### src/rtl/pattern_tx.sv
// pattern_tx: serial MSB-first word transmitter with optional repeats separated by idle gaps.
// Define PATTERN_TX_LOOPBACK_EN to compile in a 10101 loopback detector driving match_cnt.
module pattern_tx #(
  parameter int WIDTH = 8,
  parameter int GAP   = 2,
  parameter int CNT_W = 4
) (
  input  logic             clk,
  input  logic             reset,
  input  logic             start,
  input  logic [WIDTH-1:0] data,
  input  logic [CNT_W-1:0] reps,
  output logic             x,
  output logic             x_valid,
  output logic             busy,
  output logic             done,
  output logic [1:0]       state
`ifdef PATTERN_TX_LOOPBACK_EN
  ,
  output logic [7:0]       match_cnt
`endif
);

  typedef enum logic [1:0] {
    ST_IDLE  = 2'b00,
    ST_SHIFT = 2'b01,
    ST_GAP   = 2'b10,
    ST_DONE  = 2'b11
  } state_e;

  localparam int BW = $clog2(WIDTH);
  localparam int GW = (GAP > 1) ? $clog2(GAP) : 1;
  localparam logic [BW-1:0] BIT_LAST = BW'(WIDTH - 1);
  localparam logic [GW-1:0] GAP_LAST = (GAP > 0) ? GW'(GAP - 1) : '0;

  state_e           state_q, state_d;
  logic [WIDTH-1:0] word_q, word_d;
  logic [WIDTH-1:0] shreg_q, shreg_d;
  logic [BW-1:0]    bit_cnt_q, bit_cnt_d;
  logic [CNT_W-1:0] rep_left_q, rep_left_d;
  logic [GW-1:0]    gap_cnt_q, gap_cnt_d;
  logic             start_acc;

  assign start_acc = (state_q == ST_IDLE) && start;

  always_ff @(posedge clk or negedge reset) begin
    if (!reset) begin
      state_q    <= ST_IDLE;
      word_q     <= '0;
      shreg_q    <= '0;
      bit_cnt_q  <= '0;
      rep_left_q <= '0;
      gap_cnt_q  <= '0;
    end else begin
      state_q    <= state_d;
      word_q     <= word_d;
      shreg_q    <= shreg_d;
      bit_cnt_q  <= bit_cnt_d;
      rep_left_q <= rep_left_d;
      gap_cnt_q  <= gap_cnt_d;
    end
  end

  always_comb begin
    state_d    = state_q;
    word_d     = word_q;
    shreg_d    = shreg_q;
    bit_cnt_d  = bit_cnt_q;
    rep_left_d = rep_left_q;
    gap_cnt_d  = gap_cnt_q;
    case (state_q)
      ST_IDLE: begin
        if (start) begin
          word_d     = data;
          shreg_d    = data;
          rep_left_d = reps;
          bit_cnt_d  = BIT_LAST;
          state_d    = ST_SHIFT;
        end
      end
      ST_SHIFT: begin
        shreg_d   = {shreg_q[WIDTH-2:0], 1'b0};
        bit_cnt_d = bit_cnt_q - 1'b1;
        if (bit_cnt_q == '0) begin
          if (rep_left_q == '0) begin
            state_d = ST_DONE;
          end else begin
            // Reload happens here so a GAP of zero can go straight back to SHIFT.
            rep_left_d = rep_left_q - 1'b1;
            shreg_d    = word_q;
            bit_cnt_d  = BIT_LAST;
            if (GAP == 0) begin
              state_d = ST_SHIFT;
            end else begin
              state_d   = ST_GAP;
              gap_cnt_d = GAP_LAST;
            end
          end
        end
      end
      ST_GAP: begin
        gap_cnt_d = gap_cnt_q - 1'b1;
        if (gap_cnt_q == '0) begin
          state_d = ST_SHIFT;
        end
      end
      ST_DONE: begin
        state_d = ST_IDLE;
      end
      default: begin
        state_d = ST_IDLE;
      end
    endcase
  end

  assign x       = (state_q == ST_SHIFT) & shreg_q[WIDTH-1];
  assign x_valid = (state_q == ST_SHIFT);
  assign busy    = (state_q == ST_SHIFT) || (state_q == ST_GAP);
  assign done    = (state_q == ST_DONE);
  assign state   = state_q;

`ifdef PATTERN_TX_LOOPBACK_EN
  typedef enum logic [2:0] {
    D_NONE  = 3'd0,
    D_1     = 3'd1,
    D_10    = 3'd2,
    D_101   = 3'd3,
    D_1010  = 3'd4
  } det_e;

  det_e       det_q, det_d;
  logic       hit;
  logic [7:0] match_cnt_q;

  // Overlapping detector: a hit in D_1010 falls back to D_101 so 1010101 counts twice.
  always_comb begin
    det_d = det_q;
    hit   = 1'b0;
    if (x_valid) begin
      case (det_q)
        D_NONE: det_d = x ? D_1 : D_NONE;
        D_1:    det_d = x ? D_1 : D_10;
        D_10:   det_d = x ? D_101 : D_NONE;
        D_101:  det_d = x ? D_1 : D_1010;
        D_1010: begin
          if (x) begin
            det_d = D_101;
            hit   = 1'b1;
          end else begin
            det_d = D_NONE;
          end
        end
        default: det_d = D_NONE;
      endcase
    end
  end

  always_ff @(posedge clk or negedge reset) begin
    if (!reset) begin
      det_q       <= D_NONE;
      match_cnt_q <= '0;
    end else if (start_acc) begin
      det_q       <= D_NONE;
      match_cnt_q <= '0;
    end else begin
      det_q <= det_d;
      if (hit && (match_cnt_q != 8'hFF)) begin
        match_cnt_q <= match_cnt_q + 8'd1;
      end
    end
  end

  assign match_cnt = match_cnt_q;
`else
  logic unused_start_acc;
  assign unused_start_acc = start_acc;
`endif

endmodule

### config.mk
export PLATFORM = sky130hd
export DESIGN_NAME = pattern_tx
export DESIGN_NICKNAME = d
export VERILOG_FILES = /design/src/rtl/pattern_tx.sv
export SDC_FILE = /design/constraint.sdc
export NUM_CORES = 1
export LEC_CHECK = 0
export CAP_MARGIN = 15
export CORE_MARGIN = 2
export CORE_UTILIZATION = 54
export DETAILED_ROUTE_END_ITERATION = 16
export GPL_TIMING_DRIVEN = 0
export PLACE_DENSITY = 0.74
export SYNTH_ARGS = -nofsm -noshare
export SYNTH_HDL_FRONTEND = slang
export SYNTH_SLANG_ARGS = --single-unit
### constraint.sdc
create_clock -name clk -period 1.9 [get_ports clk]
set_input_delay 0.19 -clock clk [delete_from_list [all_inputs] [get_ports clk]]
set_output_delay 0.19 -clock clk [all_outputs]
set_load 0.1 [all_outputs]
==> metrics.txt <==
I/O Pins=21; initial DRC count=55; # fillers=233; Tot GR Track Use=24.31%; final slew viol count=0; TritonCTS Sinks=26; vias=1347; area of the multi-input gates=868.3 um^2; outcome=completed; first-pass GRT wire length=6327 um; area grow syn2layout=25.10%; H-tree Lvls=1; EDFF count, synth=0; first-pass iteration count of the detailed router=4; Setup CP Type=register to primary output; Routed WL=3838 um; n_diodes=0; initial antenna violation count=0; CP Cell Sequence=dlygate4sd2_1; Yosys cell types=37; DRC=0; dpl hpwl=2631 um; vias in the first global route=1326; Crit Path Max Fanout=4; Routed Antenna Nets=0; relative slew slack=36.97%; initial core utilization=57.00%; Synth Warn #=0; largest net degree at the start of global routing=27; # rows=19; P_leak=0.8126 nW; most numerous cell in the Yosys netlist=dfrtp_1; top-area cell type share of the netlist area=41.04%; PwrDens=1782 nW/um^2; Syn Nets=181; post-route clock skew=5.311 ps; FMAX=545.2 MHz; CP max-delay cell=dlygate4sd2_1; Vert. Die Dim=58.18 um; Layout Nets=210; Root Driver=clkbuf_4; Setup crit end kind=primary output; Synth Register Bits=26; worst-margin pin slew=949.3 ps; Max stage delay on crit path=860 ps; Port Buffer Count=20; post-synthesis sequential area ratio=41.04%; CTS Buffer Depth=2; Core Area=2781 um^2; clock latency on the worst-skew pair=320 ps; crit-path leading delay family=buffers and inverters; Primary FF master, synth=dfrtp_1; leading post-synthesis cells by cell area=dfrtp_1 (41%), ha_1 (5.5%), a41oi_2 (5.1%); Num CTS Buffers=3; Hold Vio Cnt, Final=0; Setup-failing EPs final=0; Tcrit/Tclk final=96.54%; Total Power=3.535 mW; CP Launch Type=register; Die ar.=3385 um^2; CTS clk-pin slew, worst paths=140 ps; max_cap viols=0; Critical Path AT=1640 ps; layout cell share with drive strength beyond 1=25.27%; WHS=255.8 ps; wire length per cell=17.69 um; Syn Std Cell Area=1585 um^2; Avg Vias per Cell=6.207; leading cell types by count after synthesis=dfrtp_1 (26), nand2_1 (17), a21oi_1 (10), o21ai_0 (10), o22ai_1 (10); Buffers & Inverters on Critical Path=1; HP Class=input pin to asynchronous set/reset pin; Mapped Cells=159; Die W=58.18 um; Layout Utilization=71.30%; mean cell area of the mapped netlist=9.970 um^2; Tmin final=1834 ps; WP data required=1710 ps; Synth area leader=dfrtp_1; CTS tree=done; post-synthesis async set-or-reset flop share=100.0%; grt total ovfl=0; sequential cell area=658.1 um^2; Placer Congestion=0.8692; VDD IR-drop max=2.203 mV
## cell type report
class,count,area share (%)
buffer,10,5.237
timing repair buffer,24,12.87
multi-input combinational,114,43.79
tap,31,1.956
clock buffer,3,1.136
sequential,26,33.19
inverter,9,1.830
## routing by layer
layer | track usage, % | part of all wire (%) | vias to the layer above
met5 | 0 | 0 | -
met4 | 8.970 | 0.73 | 0
met3 | 2.902 | 5.5 | 6
met2 | 39.45 | 49 | 53
met1 | 33.43 | 44 | 640
li1 | - | - | 648
## stage by stage
step	TNS [ps]	cell area [um^2]	cells	setup WS, ps
after floorplan	-81.92	1633	159	-81.92
after global placement	-921.7	1872	210	-609.3
after detailed placement	-983.1	1872	210	-628.4
after CTS	0	1923	213	4.052
after global routing	-53.04	1983	217	-28.99
final	0	1983	217	65.70
## layout by cell type, fill, tap and decap left out, types with 2 or more instances in the layout
cell type,count
o21ai_0,10
nand2_1,16
clkbuf_4,3
nand2b_1,3
nor2_1,7
clkdlybuf4s50_1,14
inv_1,8
dfrtp_1,24
a31oi_1,2
o22a_1,7
a41oi_2,5
nor3_1,3
a41oi_1,3
o22ai_1,10
dlygate4sd2_1,2
clkdlybuf4s15_2,2
nor4_1,3
dfrtp_4,2
mux2_2,7
buf_8,2
ha_1,6
buf_4,4
buf_6,2
a2bb2oi_1,2
buf_2,3
a21oi_1,10
## state kept, by name, indices dropped and copies added, names as in the netlist
signal      flops
state           2
shreg_q         8
gap_cnt_q       1
rep_left_q      4
word_q          8
bit_cnt_q       3
## cell families (layout without fill, tap and decap cells)
logic type | Yosys count | in the layout | synth area share (%)
AOI/OAI and AO/OA | 55 | 55 | 26.60
and+or+nand+nor | 42 | 42 | 14.13
DFF | 26 | 26 | 41.04
buffers and inverters | 19 | 46 | 5.603
muxes | 9 | 9 | 6.551
adders and majority gates | 7 | 7 | 5.525
xor gates and xnor gates | 1 | 1 | 0.5526
## path summary, 6_finish.rpt
kind	start	slack, ps	cells after the start	endpoint
max in group asynchronous	reset	1120	2	state[1]
max	state[0]	70	1	state[0]
min	reset	260	1	rep_left_q[2]
max reg2reg	rep_left_q[0]	90	7	rep_left_q[3]
min reg2reg	word_q[7]	500	2	word_q[7]
min in group clk	data[7]	500	3	word_q[7]
## report_power, final
part	total (mW)	switching [mW]	internal (mW)
Combinational	2.26	1.33	0.932
Sequential	1.04	0.216	0.825
Clock	0.235	0.161	0.0742
Total	3.53	1.70	1.83
## repair_timing
item | in CTS | in global routing
resized for setup | 22 | 10
hold buffers | 0 | 0
pin swaps | 0 | 2
setup endpoints to repair | 6 | 10
setup buffers | 0 | 3
cloned | 0 | 0
No activity file was read; power rests on OpenSTA's default activity.
